===== config.mk =====
export PLATFORM = sky130hd
export DESIGN_NAME = mem_wb_stage_flat
export DESIGN_NICKNAME = d
export VERILOG_FILES = /design/src/rtl/mem_wb_stage_if.sv /design/src/rtl/mem_wb_stage.sv /design/src/flat_wrapper.sv
export SDC_FILE = /design/constraint.sdc
export NUM_CORES = 1
export LEC_CHECK = 0
export BUFFER_PORTS_ARGS = -buffer_cell sky130_fd_sc_hd__buf_2
export CAP_MARGIN = 20
export CORE_MARGIN = 5
export CORE_UTILIZATION = 53
export CTS_CLUSTER_SIZE = 28
export DETAILED_ROUTE_END_ITERATION = 16
export PLACE_DENSITY = 0.95
export SLEW_MARGIN = 15
export SYNTH_ARGS = -nofsm -noshare
export SYNTH_HDL_FRONTEND = slang
export SYNTH_SLANG_ARGS = --single-unit

===== constraint.sdc =====
create_clock -name Clk -period 3.5 [get_ports Clk]
set_input_delay 1.05 -clock Clk [delete_from_list [all_inputs] [get_ports Clk]]
set_output_delay 1.05 -clock Clk [all_outputs]
set_load 0.1 [all_outputs]

===== src/rtl/mem_wb_stage_if.sv =====
// MEM/WB stage bus: MEM-side results and pipeline control going in,
// register-file write port and WB status coming out.
interface mem_wb_stage_if #(
  parameter int CNT_W = 32
);
  logic             Stall;
  logic             Flush;
  logic             Valid_M;
  logic             RegWrite_M;
  logic [4:0]       A3_M;
  logic [1:0]       WbSel_M;
  logic [2:0]       LoadType_M;
  logic [31:0]      ALUOut_M;
  logic [31:0]      MemRD_M;
  logic [31:0]      PC8_M;
  logic [4:0]       A3_WB;
  logic             WE_WB;
  logic [31:0]      WD_WB;
  logic             Valid_W;
  logic             LoadErr_W;
  logic [CNT_W-1:0] InstRet;

  modport master (
    output Stall, Flush, Valid_M, RegWrite_M, A3_M, WbSel_M, LoadType_M,
           ALUOut_M, MemRD_M, PC8_M,
    input  A3_WB, WE_WB, WD_WB, Valid_W, LoadErr_W, InstRet
  );

  modport slave (
    input  Stall, Flush, Valid_M, RegWrite_M, A3_M, WbSel_M, LoadType_M,
           ALUOut_M, MemRD_M, PC8_M,
    output A3_WB, WE_WB, WD_WB, Valid_W, LoadErr_W, InstRet
  );
endinterface


===== src/rtl/mem_wb_stage.sv =====
// MEM/WB pipeline register: aligns/extends load data, selects the
// write-back value, drives the GPR write port one cycle after MEM, counts
// retired instructions and flags misaligned loads.
module mem_wb_stage #(
  parameter int CNT_W = 32
) (
  input logic           Clk,
  input logic           Reset_n,
  mem_wb_stage_if.slave bus
);

  localparam logic [2:0] LT_LW  = 3'd0;
  localparam logic [2:0] LT_LB  = 3'd1;
  localparam logic [2:0] LT_LBU = 3'd2;
  localparam logic [2:0] LT_LH  = 3'd3;
  localparam logic [2:0] LT_LHU = 3'd4;

  // Big-endian lane pick plus sign/zero extension; codes 5-7 behave as lw.
  function automatic logic [31:0] load_extract(input logic [2:0]  lt,
                                               input logic [1:0]  off,
                                               input logic [31:0] rd);
    logic signed [7:0]  byte_s;
    logic signed [15:0] half_s;
    logic signed [31:0] ext_s;
    logic [31:0]        res;
    case (off)
      2'd0:    byte_s = rd[31:24];
      2'd1:    byte_s = rd[23:16];
      2'd2:    byte_s = rd[15:8];
      default: byte_s = rd[7:0];
    endcase
    half_s = off[1] ? rd[15:0] : rd[31:16];
    ext_s  = '0;
    case (lt)
      LT_LB:   begin ext_s = byte_s; res = ext_s; end
      LT_LBU:  res = {24'd0, byte_s};
      LT_LH:   begin ext_s = half_s; res = ext_s; end
      LT_LHU:  res = {16'd0, half_s};
      default: res = rd;
    endcase
    return res;
  endfunction

  // Only loads can be misaligned; lb/lbu accept any offset.
  function automatic logic is_misaligned(input logic [1:0] wb_sel,
                                         input logic [2:0] lt,
                                         input logic [1:0] off);
    logic bad;
    case (lt)
      LT_LB, LT_LBU: bad = 1'b0;
      LT_LH, LT_LHU: bad = off[0];
      default:       bad = (off != 2'd0);
    endcase
    return (wb_sel == 2'd1) && bad;
  endfunction

  logic [1:0]       off_p0;
  logic             mis_p0;
  logic [31:0]      load_p0;
  logic [31:0]      wd_p0;
  logic             we_p0;
  logic [4:0]       a3_p0;
  logic             err_p0;

  logic [4:0]       a3_p1;
  logic             we_p1;
  logic [31:0]      wd_p1;
  logic             vld_p1;
  logic             err_p1;
  logic [CNT_W-1:0] inst_ret;

  // MEM side: next WB values computed from the current M inputs.
  always_comb begin
    off_p0  = bus.ALUOut_M[1:0];
    mis_p0  = is_misaligned(bus.WbSel_M, bus.LoadType_M, off_p0);
    load_p0 = load_extract(bus.LoadType_M, off_p0, bus.MemRD_M);
    case (bus.WbSel_M)
      2'd1:    wd_p0 = load_p0;
      2'd2:    wd_p0 = bus.PC8_M;
      default: wd_p0 = bus.ALUOut_M;
    endcase
    we_p0  = bus.Valid_M & bus.RegWrite_M & (bus.A3_M != 5'd0) & ~mis_p0;
    a3_p0  = bus.Valid_M ? bus.A3_M : 5'd0;
    err_p0 = bus.Valid_M & mis_p0;
  end

  // WB register: flush inserts a bubble, stall holds, otherwise capture.
  always_ff @(posedge Clk or negedge Reset_n) begin
    if (!Reset_n) begin
      a3_p1    <= '0;
      we_p1    <= 1'b0;
      wd_p1    <= '0;
      vld_p1   <= 1'b0;
      err_p1   <= 1'b0;
      inst_ret <= '0;
    end else if (bus.Flush) begin
      a3_p1  <= '0;
      we_p1  <= 1'b0;
      wd_p1  <= '0;
      vld_p1 <= 1'b0;
      err_p1 <= 1'b0;
    end else if (!bus.Stall) begin
      a3_p1  <= a3_p0;
      we_p1  <= we_p0;
      wd_p1  <= wd_p0;
      vld_p1 <= bus.Valid_M;
      err_p1 <= err_p0;
      if (bus.Valid_M)
        inst_ret <= inst_ret + {{(CNT_W-1){1'b0}}, 1'b1};
    end
  end

  assign bus.A3_WB     = a3_p1;
  assign bus.WE_WB     = we_p1;
  assign bus.WD_WB     = wd_p1;
  assign bus.Valid_W   = vld_p1;
  assign bus.LoadErr_W = err_p1;
  assign bus.InstRet   = inst_ret;

endmodule


===== src/flat_wrapper.sv =====
// flat-port wrapper written by rule: the top's interface ports become plain ports
module mem_wb_stage_flat 
#(
  parameter int CNT_W = 32
)
  (Clk, Reset_n, bus_Stall, bus_Flush, bus_Valid_M, bus_RegWrite_M, bus_A3_M, bus_WbSel_M, bus_LoadType_M, bus_ALUOut_M, bus_MemRD_M, bus_PC8_M, bus_A3_WB, bus_WE_WB, bus_WD_WB, bus_Valid_W, bus_LoadErr_W, bus_InstRet);
  mem_wb_stage_if #(.CNT_W(CNT_W)) bus_i ();
  input logic Clk;
  input logic Reset_n;
  input wire logic [$bits(bus_i.Stall)-1:0] bus_Stall;
  input wire logic [$bits(bus_i.Flush)-1:0] bus_Flush;
  input wire logic [$bits(bus_i.Valid_M)-1:0] bus_Valid_M;
  input wire logic [$bits(bus_i.RegWrite_M)-1:0] bus_RegWrite_M;
  input wire logic [$bits(bus_i.A3_M)-1:0] bus_A3_M;
  input wire logic [$bits(bus_i.WbSel_M)-1:0] bus_WbSel_M;
  input wire logic [$bits(bus_i.LoadType_M)-1:0] bus_LoadType_M;
  input wire logic [$bits(bus_i.ALUOut_M)-1:0] bus_ALUOut_M;
  input wire logic [$bits(bus_i.MemRD_M)-1:0] bus_MemRD_M;
  input wire logic [$bits(bus_i.PC8_M)-1:0] bus_PC8_M;
  output wire logic [$bits(bus_i.A3_WB)-1:0] bus_A3_WB;
  output wire logic [$bits(bus_i.WE_WB)-1:0] bus_WE_WB;
  output wire logic [$bits(bus_i.WD_WB)-1:0] bus_WD_WB;
  output wire logic [$bits(bus_i.Valid_W)-1:0] bus_Valid_W;
  output wire logic [$bits(bus_i.LoadErr_W)-1:0] bus_LoadErr_W;
  output wire logic [$bits(bus_i.InstRet)-1:0] bus_InstRet;
  assign bus_i.Stall = bus_Stall;
  assign bus_i.Flush = bus_Flush;
  assign bus_i.Valid_M = bus_Valid_M;
  assign bus_i.RegWrite_M = bus_RegWrite_M;
  assign bus_i.A3_M = bus_A3_M;
  assign bus_i.WbSel_M = bus_WbSel_M;
  assign bus_i.LoadType_M = bus_LoadType_M;
  assign bus_i.ALUOut_M = bus_ALUOut_M;
  assign bus_i.MemRD_M = bus_MemRD_M;
  assign bus_i.PC8_M = bus_PC8_M;
  assign bus_A3_WB = bus_i.A3_WB;
  assign bus_WE_WB = bus_i.WE_WB;
  assign bus_WD_WB = bus_i.WD_WB;
  assign bus_Valid_W = bus_i.Valid_W;
  assign bus_LoadErr_W = bus_i.LoadErr_W;
  assign bus_InstRet = bus_i.InstRet;
  mem_wb_stage #(.CNT_W(CNT_W)) u_core (.Clk(Clk), .Reset_n(Reset_n), .bus(bus_i));
endmodule

# After elaboration in Yosys (flattened, before gate mapping)
# Index checks and enable logic that the tools add are counted.
# W data, S select, Z words.
[classes]
n_reduce_logical = 7
n_mul = 0
order_cmp = 0
muxes = 16
eq_ne = 9
bitwise_logic = 7
addsub = 1
div_mod_pow = 0
shift = 0
[op_table]
columns = ["cell", "n"]
rows = [
  ["$pmux W32 S4", 1],
  ["$mux W32", 2],
  ["$pmux W32 S2", 1],
  ["$add A32 B1 Y32 const B", 1],
  ["$pmux W8 S3", 1],
  ["$mux W16", 1],
  ["$mux W5", 3],
  ["$eq A3 B2 Y1 const B", 2],
  ["$mux W1", 6],
  ["$reduce_bool A5 Y1", 1],
  ["$and A1 B1 Y1", 4],
  ["$eq A2 B1 Y1 const B", 2],
  ["$eq A2 B2 Y1 const B", 2],
  ["$reduce_or A2 Y1", 2],
  ["$eq A3 B1 Y1 const B", 1],
  ["$eq A3 B3 Y1 const B", 1],
  ["$not A1 Y1", 3],
  ["$reduce_and A3 Y1", 1],
  ["$logic_not A2 Y1", 1],
  ["$ne A2 B1 Y1 const B", 1],
  ["$pmux W1 S2", 1],
  ["$reduce_bool A2 Y1", 1],
  ["$logic_and A1 B1 Y1", 1],
]
[totals]
in_bits = 112
latch_bits = 0
elab_cells = 46
ram_bits = 0
regBits = 72
mem_bits_ro = 0
n_memories = 0
out_inout_bits = 72

# Logic depth before layout (Yosys ltp)
[logic_depth]
depth_word = 8
depth_mapped = 9
depth_no_buf = 6

# Least setup slack after synthesis
# No wires, ideal clock.
[synth_path]
kind = "input port to flip-flop"
start = "input port bus_WbSel_M[1]"
end = "register u_core.wd_p1[16], in the netlist u_core.bus.WD_WB[16]"
n_path_buf = 4
stages = 9
setup_ps = 96
t_required_ps = 3404
slack_ps = 834
arrival_time_ps = 2570
path_cell_list = "inv_1 ha_1 clkbuf_1 and2_1 clkbuf_2 or4b_1 buf_2 buf_6 o32ai_2"
[synth_via]
elab_chain_len = 4
elab_cells_between_ends = 5
classes_between = "eq/ne (2); mux (3)"
[synth_lines]
columns = ["item", "line", "text"]
rows = [
  ["from (decl)", "flat_wrapper.sv:15", "input wire logic [$bits(bus_i.WbSel_M)-1:0] bus_WbSel_M;"],
  ["$eq A2 B2 Y1 or $eq A2 B1 Y1 (tied branches)", "mem_wb_stage.sv:77", "case (bus.WbSel_M)"],
  ["$pmux W32 S2 (*)", "mem_wb_stage.sv:77", ""],
  ["$mux W32 (*)", "mem_wb_stage.sv:102", "end else if (!bus.Stall) begin"],
  ["$mux W32 (*)", "mem_wb_stage.sv:96", "end else if (bus.Flush) begin"],
  ["to (signal assigned)", "mem_wb_stage.sv:105", "wd_p1 <= wd_p0;"],
  ["to (decl)", "mem_wb_stage.sv:67", "logic [31:0] wd_p1;"],
]
# Every way passes the cells marked *; elsewhere a longest branch is shown, timed or not. The select of a mux whose other input is x is not followed.
# A chain may end at the register's enable or synchronous reset.

# Final worst setup path
[layout_path]
start = "input port bus_ALUOut_M[1]"
end = "register u_core.wd_p1[25], in the netlist u_core.bus.WD_WB[25]"
[layout_via]
elab_chain_len = 6
elab_cells_between_ends = 9
classes_between = "eq/ne (2); mux (6); reduce/logical (1)"
[layout_lines]
columns = ["item", "line", "text"]
rows = [
  ["from (decl)", "flat_wrapper.sv:17", "input wire logic [$bits(bus_i.ALUOut_M)-1:0] bus_ALUOut_M;"],
  ["$eq A2 B2 Y1, or another cell as far along", "mem_wb_stage.sv:26", "case (off)"],
  ["$pmux W8 S3", "mem_wb_stage.sv:26", ""],
  ["$pmux W32 S4 (*)", "mem_wb_stage.sv:34", "case (lt)"],
  ["$pmux W32 S2 (*)", "mem_wb_stage.sv:77", ""],
  ["$mux W32 (*)", "mem_wb_stage.sv:102", ""],
  ["$mux W32 (*)", "mem_wb_stage.sv:96", ""],
]
# Marks and branches as above.

==> impl_summary.md <==
Final layout
The repair_antennas step left the layout with diodes totalling 0. The net count reported at finish is 731. The area growth from synthesis to layout is 25.1%.

The count of cells in the finished layout, fillers not included, comes to 726. The share of post-route cells with drive strength above 1 is 0.398. The utilization after layout is 0.689.

Clocking
The maximum level of the CTS H-tree is 3. The number of setup buffers added after CTS is 0. Clock tree synthesis selected as its root buffer the cell sky130_fd_sc_hd__clkbuf_8. TritonCTS built the clock tree.

Buffers inserted during clock tree synthesis total 9. At the later pin of the worst-skew pair, clock insertion delay measures 350 ps. Gates resized during post-CTS repair numbered 0. For this design, the sink count on the clock tree is 72. The hold-fix buffer count after cts is 0. The longest clock path from root to sink contains 2 buffers.

After clock tree synthesis, the clock-pin slew on the worst setup and hold paths is 90 ps.

Global routing
The busiest layer in global routing is met2. The number of global-route vias before repair was 4587. The initial antenna violation count is 0.

The met2 usage in global routing is 0.418. The global routing usage on met1 is 0.394. The global-route wire length before repair is 23.2 mm. The met3 demand-to-capacity share in global routing is 0.0480. The maximum number of pins on one net before global-route repair is 42. For this run the aggregate overflow at the end of global routing stands at 0.

In the global route stage, overall resource usage came out at 0.281.

Setup path
The worst setup path category is in2reg. The buffers plus inverters on the worst setup path is 1. The type of destination of the critical path is a flop. The end of the critical path is u_core.bus.WD_WB[25]$_DFFE_PN0P_.

Walking the worst path, the cells encountered are buf_2 -> mux4_2 -> nor3_1 -> or4b_1 -> o32ai_1. For this design, the slowest cell found on the critical path is sky130_fd_sc_hd__or4b_1. In this run the register-to-register setup slack is 1610 ps. STA puts the critical path data required time at 3740 ps. The category of the worst setup path launch point is an input pin. The startpoint identified for the worst register-to-register timing path is u_core.bus.InstRet[4]$_DFFE_PN0P_. The critical path runs through a total of 5 cells. In this run the worst path has a maximum fanout of 24.

The cell family contributing the most delay on the critical path is simple AND/OR/NAND/NOR gates. The count of cells along the worst register-to-register path is 4. The largest stage delay on the critical path is 900 ps. The critical path starts at bus_ALUOut_M[1]. For the worst setup path, the data arrival time is 3020 ps.

The capture point of the worst reg-to-reg path is u_core.bus.InstRet[30]$_DFFE_PN0P_.

Synthesis
The most used flip-flop cell after synthesis is sky130_fd_sc_hd__dfrtp_1. The area of the mapped netlist is 0.00457 sq mm. Counting flops with a built-in enable in the synthesized netlist gives 0.

The number of warnings printed during yosys synthesis is 0. In the synthesized netlist, the number of instances is 453. Counting flops with an async set or reset pin after synthesis yields a share of 1.00. After synthesis the netlist holds a flip-flop and latch count of 72. The number of distinct standard cells referenced by the synthesized netlist is 54. The average cell area after synthesis is 10.1 sq um. Of the synthesized area, sequential elements account for 0.394.

The net count after synthesis is 568.

Detailed routing
The iteration-0 DRC count of the detailed router is 476. After detailed routing, the number of remaining DRC violations is 0. Dividing the detail-routed wire length by the instance count gives 20.6 um.

The number of nets still failing antenna checks after routing is 0. Dividing the detail-routed via count by the number of cells gives 6.52. The iteration count of the initial detailed-routing pass is 5.

The total detailed-routing wirelength is 15.0 mm. The total vias in the final route is 4734.

Timing
The slew at the pin closest to its max-slew limit is 818 ps. For the final routed database, the setup TNS stands at 0 ps. Derived from the worst setup path, the maximum achievable clock frequency is 0.359 GHz. Setup repair after global routing left no endpoint under its margin. The final-report hold violation count was 0. The least setup slack across all paths after layout is 718 ps. The worst-case hold slack is 477 ps.

Measured against its own limit, the worst slew margin works out to 0.455. The worst path needs 2780 ps of the cycle, external delays included. Setup violations remaining at the end of the flow were counted as 0. The setup clock skew after layout is 12.1 ps. The share of the clock period used by the worst path after layout is 0.795.

The number of pins exceeding their max-slew limit in the final report is 0.

Placement
Including well taps, the total number of placed cells is 710. The global placement routability congestion is 0.979. The HPWL after detailed placement is 11.3 mm. At the placement stage, the worst setup path has a slack of 353 ps. The count of buffers added on input and output ports is 183.

Floorplanning
In this run the core area contains 33 standard-cell rows. The die is 103 um tall. From left edge to right edge, the die measures 103 um. The core footprint is 0.00830 sq mm. The number of primary I/O pins is 184. For this configuration, the core starts out at a cell density of 0.551.

The area of the die is 0.0106 sq mm.

Power and ir drop
Across the VDD grid, the largest voltage drop is 0.000258 V. In this run the power density over the cells is 442 mW/mm^2. The leakage power total is 2.76 nW.

Min path
The min-delay analysis places its worst path in the category reg2reg. Along the worst hold path, the cell count comes to 1. The startpoint identified for the worst hold timing path is u_core.bus.InstRet[31]$_DFFE_PN0P_.

Status
The flow ran to the end, and the final reports show no timing, DRC or antenna violations.

Run
The max-cap check violation count is 0.
-- Yosys cell counts (all sizes together), types with 3 or more instances --
cell | count | share of area
dfrtp | 72 | 0.39
clkbuf | 29 | 0.024
xor2 | 25 | 0.048
a21oi | 23 | 0.025
nand2 | 21 | 0.017
nor2b | 19 | 0.026
a221oi | 17 | 0.033
o22ai | 17 | 0.023
o32ai | 17 | 0.049
o221ai | 15 | 0.029
buf | 13 | 0.018
inv | 13 | 0.011
nor3 | 13 | 0.014
nand3 | 11 | 0.013
nor4 | 11 | 0.015
and2 | 10 | 0.014
nor2 | 10 | 0.0082
o21ai | 10 | 0.011
mux2 | 9 | 0.022
mux4 | 8 | 0.039
o2111ai | 8 | 0.015
xnor2 | 8 | 0.015
a22oi | 7 | 0.011
a311o | 7 | 0.015
a31oi | 7 | 0.0096
nand4b | 7 | 0.013
o21a | 7 | 0.011
a22o | 6 | 0.011
and4 | 4 | 0.0077
nand4 | 4 | 0.0068
nor3b | 4 | 0.0077
ha | 3 | 0.0082
nand2b | 3 | 0.0041
-- cell type report --
cell class | instances | area [sq um]
sequential | 72 | 1800
clock inverter | 7 | 63.8
clock buffer | 9 | 124
multi-input combinational | 326 | 2540
fill | 636 | 2580
tap | 105 | 131
inverter | 13 | 48.8
timing repair buffer | 194 | 1010
-- worst min path at each step --
stage	slack, ps	endpoint
after floorplan	750	u_core.bus.A3_WB[0]$_DFFE_PN0P_
after global placement	450	u_core.bus.InstRet[31]$_DFFE_PN0P_
after detailed placement	460	u_core.bus.InstRet[31]$_DFFE_PN0P_
after CTS	480	u_core.bus.InstRet[31]$_DFFE_PN0P_
after global routing	490	u_core.bus.InstRet[31]$_DFFE_PN0P_
final	480	u_core.bus.InstRet[31]$_DFFE_PN0P_
-- sequential cells by signal, indices dropped and copies added, names as in the netlist --
signal	flops
u_core.bus.InstRet	32
u_core.bus.WD_WB	32
u_core.bus.A3_WB	5
u_core.bus.LoadErr_W	1
u_core.bus.Valid_W	1
u_core.bus.WE_WB	1
-- power breakdown --
group / switching [W] / leakage, nW / internal, W / total, W
Sequential: 0.0000587 / 0.951 / 0.000891 / 0.000949
Clock: 0.000361 / 0.0903 / 0.000273 / 0.000635
Combinational: 0.000714 / 1.72 / 0.000229 / 0.000943
Total: 0.00113 / 2.76 / 0.00139 / 0.00253
-- per-stage QoR --
| step | instance area [sq um] | power, W |
|---|---|---|
| after floorplan | 4570 | 0.00165 |
| after global placement | 5530 | 0.00188 |
| after detailed placement | 5530 | 0.00190 |
| after CTS | 5720 | 0.00254 |
| after global routing | 5720 | 0.00263 |
| final | 5720 | 0.00253 |
-- logic make-up after synthesis --
kind of cell               count (synthesis)  synth area share
DFF                                       72             0.394
AOI/OAI and AO/OA                        148             0.257
muxes                                     17            0.0616
buffers and inverters                     55            0.0525
and+or+nand+nor                          125             0.163
xor gates and xnor gates                  33            0.0632
adders and majority gates                  3           0.00821
-- worst reg2reg max path: cells and delay by family, from the launching register on --
| family | cells | cell delay [ps] |
|---|---|---|
| AND/OR/NAND/NOR | 3 | 1180 |
| flip-flops | 1 | 460 |
| XOR/XNOR | 1 | 180 |
-- placed cells by master, fill, tap and decap left out, types with 4 or more instances in the layout --
master,count
sky130_fd_sc_hd__o32ai_2,10
sky130_fd_sc_hd__buf_4,10
sky130_fd_sc_hd__xnor2_1,7
sky130_fd_sc_hd__a22oi_1,7
sky130_fd_sc_hd__a311o_1,7
sky130_fd_sc_hd__o21ai_0,9
sky130_fd_sc_hd__o221ai_1,15
sky130_fd_sc_hd__mux2_2,9
sky130_fd_sc_hd__o21a_1,7
sky130_fd_sc_hd__and4_1,4
sky130_fd_sc_hd__a31oi_1,7
sky130_fd_sc_hd__mux4_2,8
sky130_fd_sc_hd__nand4b_1,7
sky130_fd_sc_hd__inv_1,13
sky130_fd_sc_hd__clkbuf_8,9
sky130_fd_sc_hd__a21oi_1,23
sky130_fd_sc_hd__and2_1,10
sky130_fd_sc_hd__a221oi_1,17
sky130_fd_sc_hd__xor2_1,25
sky130_fd_sc_hd__nand3_1,10
sky130_fd_sc_hd__o2111ai_1,8
sky130_fd_sc_hd__o32ai_1,7
sky130_fd_sc_hd__nor2b_1,19
sky130_fd_sc_hd__nand2_1,21
sky130_fd_sc_hd__buf_2,183
sky130_fd_sc_hd__o22ai_1,17
sky130_fd_sc_hd__nor2_1,10
sky130_fd_sc_hd__nor3_1,13
sky130_fd_sc_hd__a22o_1,6
sky130_fd_sc_hd__nor4_1,11
sky130_fd_sc_hd__dfrtp_1,72
-- per-layer routing --
layer,wire (um),part of all wire
met1,5930,0.40
met2,6740,0.45
met3,1700,0.11
met4,598,0.040
met5,0,0
Note: power is estimated with default switching activity, not from simulation.
